<file path="src/rtl/gpio_stim_tx_pkg.sv">
// gpio_stim_pkg: shared states, op codes and counter sizing for the GPIO stimulus transmitter
package gpio_stim_pkg;
  typedef enum logic [2:0] {IDLE, SETUP, PULSE, HOLD, SETTLE, RSTP} state_t;
  localparam logic OP_SEND = 1'b0;
  localparam logic OP_RESET = 1'b1;
  function automatic int max2(input int x, input int y);
    return x > y ? x : y;
  endfunction
  function automatic int cnt_width(input int m);
    return m > 1 ? $clog2(m) : 1;
  endfunction
endpackage

</file>
<file path="src/rtl/gpio_stim_tx_if.sv">
// gpio_stim_tx_if: command/response handshake between a command source and the transmitter
interface gpio_stim_tx_if;
  logic cmd_valid;
  logic cmd_ready;
  logic cmd_op;
  logic [1:0] cmd_a;
  logic [1:0] cmd_b;
  logic resp_valid;
  logic resp_op;
  logic fb_data;
  modport master (output cmd_valid, cmd_op, cmd_a, cmd_b, input cmd_ready, resp_valid, resp_op, fb_data);
  modport slave (input cmd_valid, cmd_op, cmd_a, cmd_b, output cmd_ready, resp_valid, resp_op, fb_data);
endinterface

</file>
<file path="src/rtl/gpio_stim_tx_sync2.sv">
// sync2: two-flop synchronizer for a single asynchronous input
module sync2 (
  input  logic clk,
  input  logic rst,
  input  logic d,
  output logic q
);
  logic q1;
  always_ff @(posedge clk or posedge rst) begin
    if (rst) begin
      q1 <= 1'b0;
      q <= 1'b0;
    end else begin
      q1 <= d;
      q <= q1;
    end
  end
endmodule

</file>
<file path="src/rtl/gpio_stim_tx.sv">
// gpio_stim_tx: sequences A/B data, clock and reset pulses onto GPIO and samples the receiver's feedback
module gpio_stim_tx
  import gpio_stim_pkg::*;
#(
  parameter int SETUP_CYCLES = 50,
  parameter int PULSE_CYCLES = 500,
  parameter int HOLD_CYCLES = 50,
  parameter int SETTLE_CYCLES = 1000,
  parameter int RST_CYCLES = 500
) (
  input  logic clk,
  input  logic rst,
  gpio_stim_tx_if.slave bus,
  output logic [1:0] a_out,
  output logic [1:0] b_out,
  output logic clk_pulse_out,
  output logic rst_pulse_out,
  input  logic fb_in
);
  localparam int MAXP = max2(max2(max2(SETUP_CYCLES, PULSE_CYCLES), max2(HOLD_CYCLES, SETTLE_CYCLES)), RST_CYCLES);
  localparam int CW = cnt_width(MAXP);
  state_t state, state_n;
  logic [CW-1:0] cnt, cnt_n;
  logic op, done, sync_fb, last;
  sync2 u_sync (.clk(clk), .rst(rst), .d(fb_in), .q(sync_fb));
  assign bus.cmd_ready = state == IDLE && !rst;
  assign last = cnt == '0;
  always_comb begin
    state_n = state;
    cnt_n = cnt - 1'b1;
    done = 1'b0;
    case (state)
      IDLE: if (bus.cmd_valid) begin
        state_n = bus.cmd_op == OP_RESET ? RSTP : SETUP;
        cnt_n = bus.cmd_op == OP_RESET ? CW'(RST_CYCLES - 1) : CW'(SETUP_CYCLES - 1);
      end
      SETUP: if (last) begin
        state_n = PULSE;
        cnt_n = CW'(PULSE_CYCLES - 1);
      end
      PULSE: if (last) begin
        state_n = HOLD;
        cnt_n = CW'(HOLD_CYCLES - 1);
      end
      HOLD: if (last) begin
        state_n = op == OP_RESET ? IDLE : SETTLE;
        cnt_n = CW'(SETTLE_CYCLES - 1);
        done = op == OP_RESET;
      end
      SETTLE: if (last) begin
        state_n = IDLE;
        done = 1'b1;
      end
      RSTP: if (last) begin
        state_n = HOLD;
        cnt_n = CW'(HOLD_CYCLES - 1);
      end
      default: state_n = IDLE;
    endcase
  end
  // pulse outputs are registered from the next state so the GPIO pins never glitch
  always_ff @(posedge clk or posedge rst) begin
    if (rst) begin
      state <= IDLE;
      cnt <= '0;
      op <= OP_SEND;
      a_out <= '0;
      b_out <= '0;
      clk_pulse_out <= 1'b0;
      rst_pulse_out <= 1'b0;
      bus.resp_valid <= 1'b0;
      bus.resp_op <= 1'b0;
      bus.fb_data <= 1'b0;
    end else begin
      state <= state_n;
      cnt <= cnt_n;
      if (state == IDLE && bus.cmd_valid) begin
        op <= bus.cmd_op;
        if (bus.cmd_op == OP_SEND) begin
          a_out <= bus.cmd_a;
          b_out <= bus.cmd_b;
        end
      end
      clk_pulse_out <= state_n == PULSE;
      rst_pulse_out <= state_n == RSTP;
      bus.resp_valid <= done;
      if (done) bus.resp_op <= op;
      if (state == SETTLE && last) bus.fb_data <= sync_fb;
    end
  end
endmodule
</file>
<file path="src/flat_wrapper.sv">
// flat-port wrapper written by rule: the top's interface ports become plain ports
module gpio_stim_tx_flat import gpio_stim_pkg::*;
#(
  parameter int SETUP_CYCLES = 50,
  parameter int PULSE_CYCLES = 500,
  parameter int HOLD_CYCLES = 50,
  parameter int SETTLE_CYCLES = 1000,
  parameter int RST_CYCLES = 500
)
  (clk, rst, a_out, b_out, clk_pulse_out, rst_pulse_out, fb_in, bus_cmd_valid, bus_cmd_op, bus_cmd_a, bus_cmd_b, bus_cmd_ready, bus_resp_valid, bus_resp_op, bus_fb_data);
  gpio_stim_tx_if bus_i ();
  input  logic clk;
  input  logic rst;
  output logic [1:0] a_out;
  output logic [1:0] b_out;
  output logic clk_pulse_out;
  output logic rst_pulse_out;
  input  logic fb_in;
  input wire logic [$bits(bus_i.cmd_valid)-1:0] bus_cmd_valid;
  input wire logic [$bits(bus_i.cmd_op)-1:0] bus_cmd_op;
  input wire logic [$bits(bus_i.cmd_a)-1:0] bus_cmd_a;
  input wire logic [$bits(bus_i.cmd_b)-1:0] bus_cmd_b;
  output wire logic [$bits(bus_i.cmd_ready)-1:0] bus_cmd_ready;
  output wire logic [$bits(bus_i.resp_valid)-1:0] bus_resp_valid;
  output wire logic [$bits(bus_i.resp_op)-1:0] bus_resp_op;
  output wire logic [$bits(bus_i.fb_data)-1:0] bus_fb_data;
  assign bus_i.cmd_valid = bus_cmd_valid;
  assign bus_i.cmd_op = bus_cmd_op;
  assign bus_i.cmd_a = bus_cmd_a;
  assign bus_i.cmd_b = bus_cmd_b;
  assign bus_cmd_ready = bus_i.cmd_ready;
  assign bus_resp_valid = bus_i.resp_valid;
  assign bus_resp_op = bus_i.resp_op;
  assign bus_fb_data = bus_i.fb_data;
  gpio_stim_tx #(.SETUP_CYCLES(SETUP_CYCLES), .PULSE_CYCLES(PULSE_CYCLES), .HOLD_CYCLES(HOLD_CYCLES), .SETTLE_CYCLES(SETTLE_CYCLES), .RST_CYCLES(RST_CYCLES)) u_core (.clk(clk), .rst(rst), .bus(bus_i), .a_out(a_out), .b_out(b_out), .clk_pulse_out(clk_pulse_out), .rst_pulse_out(rst_pulse_out), .fb_in(fb_in));
endmodule
</file>
<file path="config.mk">
export PLATFORM = sky130hd
export DESIGN_NAME = gpio_stim_tx_flat
export DESIGN_NICKNAME = d
export VERILOG_FILES = /design/src/rtl/gpio_stim_tx_pkg.sv /design/src/rtl/gpio_stim_tx_if.sv /design/src/rtl/gpio_stim_tx_sync2.sv /design/src/rtl/gpio_stim_tx.sv /design/src/flat_wrapper.sv
export SDC_FILE = /design/constraint.sdc
export NUM_CORES = 1
export LEC_CHECK = 0
export CAP_MARGIN = 40
export CORE_ASPECT_RATIO = 0.6
export CORE_MARGIN = 8
export CORE_UTILIZATION = 45
export DETAILED_ROUTE_END_ITERATION = 6
export GPL_TIMING_DRIVEN = 0
export PLACE_DENSITY = 0.71
export SLEW_MARGIN = 10
export SYNTH_ARGS = -nofsm -noshare
export SYNTH_HDL_FRONTEND = slang
export SYNTH_SLANG_ARGS = --single-unit
</file>
<file path="constraint.sdc">
create_clock -name clk -period 4.1 [get_ports clk]
set_input_delay 0.615 -clock clk [delete_from_list [all_inputs] [get_ports clk]]
set_output_delay 0.615 -clock clk [all_outputs]
set_load 0.05 [all_outputs]
</file>
==> qor.yml <==
status:
  outcome: "complete, no violations"
timing:
  rsz0062_at_grt: "false"
  hold_viol_final: 0
  relSlewSlack_pct: 62.9
  fmax_ghz: 0.334
  min_period_ps: 3000
  finalCritPeriodShare_pct: 73.1
  report.final.slew_viol_count: 0
  worstMarginPinSlew_ps: 555
  finalSetupTns_ps: 0
  finalSetupViolCount: 0
  clock-skew-final_ps: 2.25
synthesis:
  synth_cell_types: 47
  postSynthAreaPerCell_sq_um: 11.1
  netlist_instances: 118
  synth_top_area_cell: "dfrtp_1"
  netlist_area_sq_mm: 0.00131
  muxShareOfSynthArea_pct: 5.45
  yosys.area_share.simple_pct: 24.1
  synth_seq_cells: 25
  synthDominantCellAreaShare_pct: 47.8
  async_flop_share_pct: 100
  synth_area_leaders: "dfrtp_1 (48%), mux2_2 (4.3%), o21ai_0 (2.7%), xor2_1 (2.7%), nor3_4 (2.5%)"
  synthAdderAreaFrac_pct: 1.91
  synth-compound-area-share_pct: 13.5
  synthesis.nets: 129
  synth_top_family_by_area: "simple AND/OR/NAND/NOR gates"
  yosys_warnings: 0
  yosysSeqAreaShare_pct: 47.8
  yosys.area_share.xor_xnor_pct: 3.35
  synth-edff-count: 0
  synthFlopType: "dfrtp_1"
die:
  core_sq_mm: 0.00282
  dieWidth_um: 85.6
  die_area_sq_mm: 0.00495
  die_y_um: 57.8
  start_util_pct: 46.5
  io-pin-count: 19
  rows: 15
global_routing:
  antenna_found_initial: 0
  overflow: 0
  grt_pass1_vias: 990
  grt_first_pass_wirelength_um: 4850
  grt_max_degree: 20
  grt_usage_pct: 12.4
clock_network:
  clkTransAtPathRegs_ps: 90
  cts_tree: "yes"
  clkLatencyLatePin_ps: 270
  htree_num_levels: 1
  cts_hold_buf: 0
  clockRootBuffer: "clkbuf_8"
  cts_buffer_depth: 2
  postCtsSetupBuffers: 0
  cts_buffers: 3
  ctsResizeCount: 0
  cts.sinks: 25
finish:
  final_cell_mix: "dfrtp_1 (25), clkdlybuf4s50_1 (18), nor2_1 (8), o21ai_0 (7), a21oi_1 (6)"
  area_growth_pct: 22.7
  seq_area_sq_um: 626
  drive_above_1_share_pct: 19.9
  multi_input_area_sq_um: 632
  n_fill_cell: 240
  nets: 153
  antenna_cells: 0
  final_common_cell: "dfrtp_1"
power:
  power_uw: 425
  powerDensity_mw_per_mm2: 265
  power.leakage_uw: 0.000682
  vdd_drop_max_mv: 0.184
placed_design:
  io_buffers: 18
  dp_hpwl_um: 2190
  place.gp.congestion: 0.846
critical_path:
  slowest_delay_ps: 860
  slowest_stage: "clkdlybuf4s50_1"
  critical_path_arrival_ps: 2380
  startpoint_type: "flop"
  end_kind: "output port"
  path_class: "reg -> out"
  crit_family: "buffers and inverters"
  crit_fanout: 10
  worstPathCellList: "clkbuf_1 > buf_1 > nor4_1 > clkdlybuf4s50_1"
  crit_buf_inv: 3
  critPathRequiredTime_ps: 3480
detailed_routing:
  drc: 0
  dr.pass1.iters: 4
  via_count: 995
  drtAntennaViolNets: 0
  dr.first_iter.drc_count: 188
  wl_um: 2910
  via_per_inst: 5.69
  post_drt_wl_per_cell_um: 16.6
job:
  cap_violations: 0
min_path:
  min_path_type: "reg -> reg"
## cell families (layout without fill, tap and decap cells)
logic type | count (synthesis) | after routing
flip-flops | 25 | 25
adder cells (fa/ha/maj) | 2 | 2
XOR/XNOR | 5 | 5
AO/OA/AOI/OAI | 25 | 25
buffers and inverters | 11 | 34
multiplexers | 6 | 6
AND/OR/NAND/NOR | 44 | 44
## cell type report
type,count,area share (%)
Clock inverter,1,0.312
Multi-Input combinational cell,82,39.4
Buffer,6,2.03
Clock buffer,3,2.57
Timing Repair Buffer,19,12.9
Inverter,5,1.17
Sequential cell,25,39.0
Tap cell,34,2.65
## cells in the mapped netlist, types with 2 or more instances
master    count
nor3_4        2
inv_1         5
a21oi_1       6
o21ai_0       7
clkbuf_1      2
nand3b_1      3
ha_1          2
buf_2         2
xor2_1        4
nand2_1       5
dfrtp_1      25
nor3b_1       3
a211o_1       2
nand2b_1      2
mux2_2        5
nor2_1        8
nor3_1        3
nand4_1       3
## worst paths after layout
| check | start | end | slack (ps) | cells after the start |
|---|---|---|---|---|
| worst max-delay path | u_core.state[1]$_DFF_PP0_ | bus_cmd_ready | 1100 | 4 |
| worst min-delay path | u_core.u_sync.q1$_DFF_PP0_ | u_core.u_sync.q$_DFF_PP0_ | 370 | 0 |
| worst max register to register | u_core.cnt[0]$_DFF_PP0_ | u_core.bus.fb_data$_DFFE_PP0P_ | 2090 | 6 |
| worst min register to register | u_core.u_sync.q1$_DFF_PP0_ | u_core.u_sync.q$_DFF_PP0_ | 370 | 0 |
| max in group asynchronous | rst | u_core.cnt[8]$_DFF_PP0_ | 3040 | 3 |
| min in group asynchronous | rst | u_core.cnt[5]$_DFF_PP0_ | 650 | 2 |
## per-layer routing
metal | GRT usage, % | wire length [um] | up-vias
met5 | 0 | 0 | -
met4 | 3.22 | 23 | 0
met3 | 5.21 | 299 | 2
met2 | 17.1 | 1190 | 42
met1 | 17.1 | 1400 | 479
li1 | - | - | 472
## worst reg2reg max path, stage by stage (launching register included)
cell	delay, ps
dfrtp_1	400
inv_1	110
ha_1	150
nor3b_4	310
nand3_2	200
or3_4	430
mux2_4	300
## state kept, by name, summed over array words and instances, names as in the netlist, 2 cells and up
signal	flops
u_core.a_out	2
u_core.b_out	2
u_core.cnt	10
u_core.state	3
## power by group
part / internal, uW / total (uW) / switching [uW]
clock: 68.0 / 147 / 79.4
sequential: 249 / 251 / 1.42
combinational: 13.5 / 26.9 / 13.4
## through the flow
stage	area, sq um	cells	util (%)	hold WS, ps	worst slack [ps]
CTS	1610	175	57.0	371	1120
detailed placement	1560	171	55.4	350	1430
floorplan	1310	118	-	331	1160
global placement	1530	170	54.4	334	1440
global route	1610	175	57.0	384	979
finish	1610	175	57.0	365	1100
Note: power is estimated with default switching activity, not from simulation.
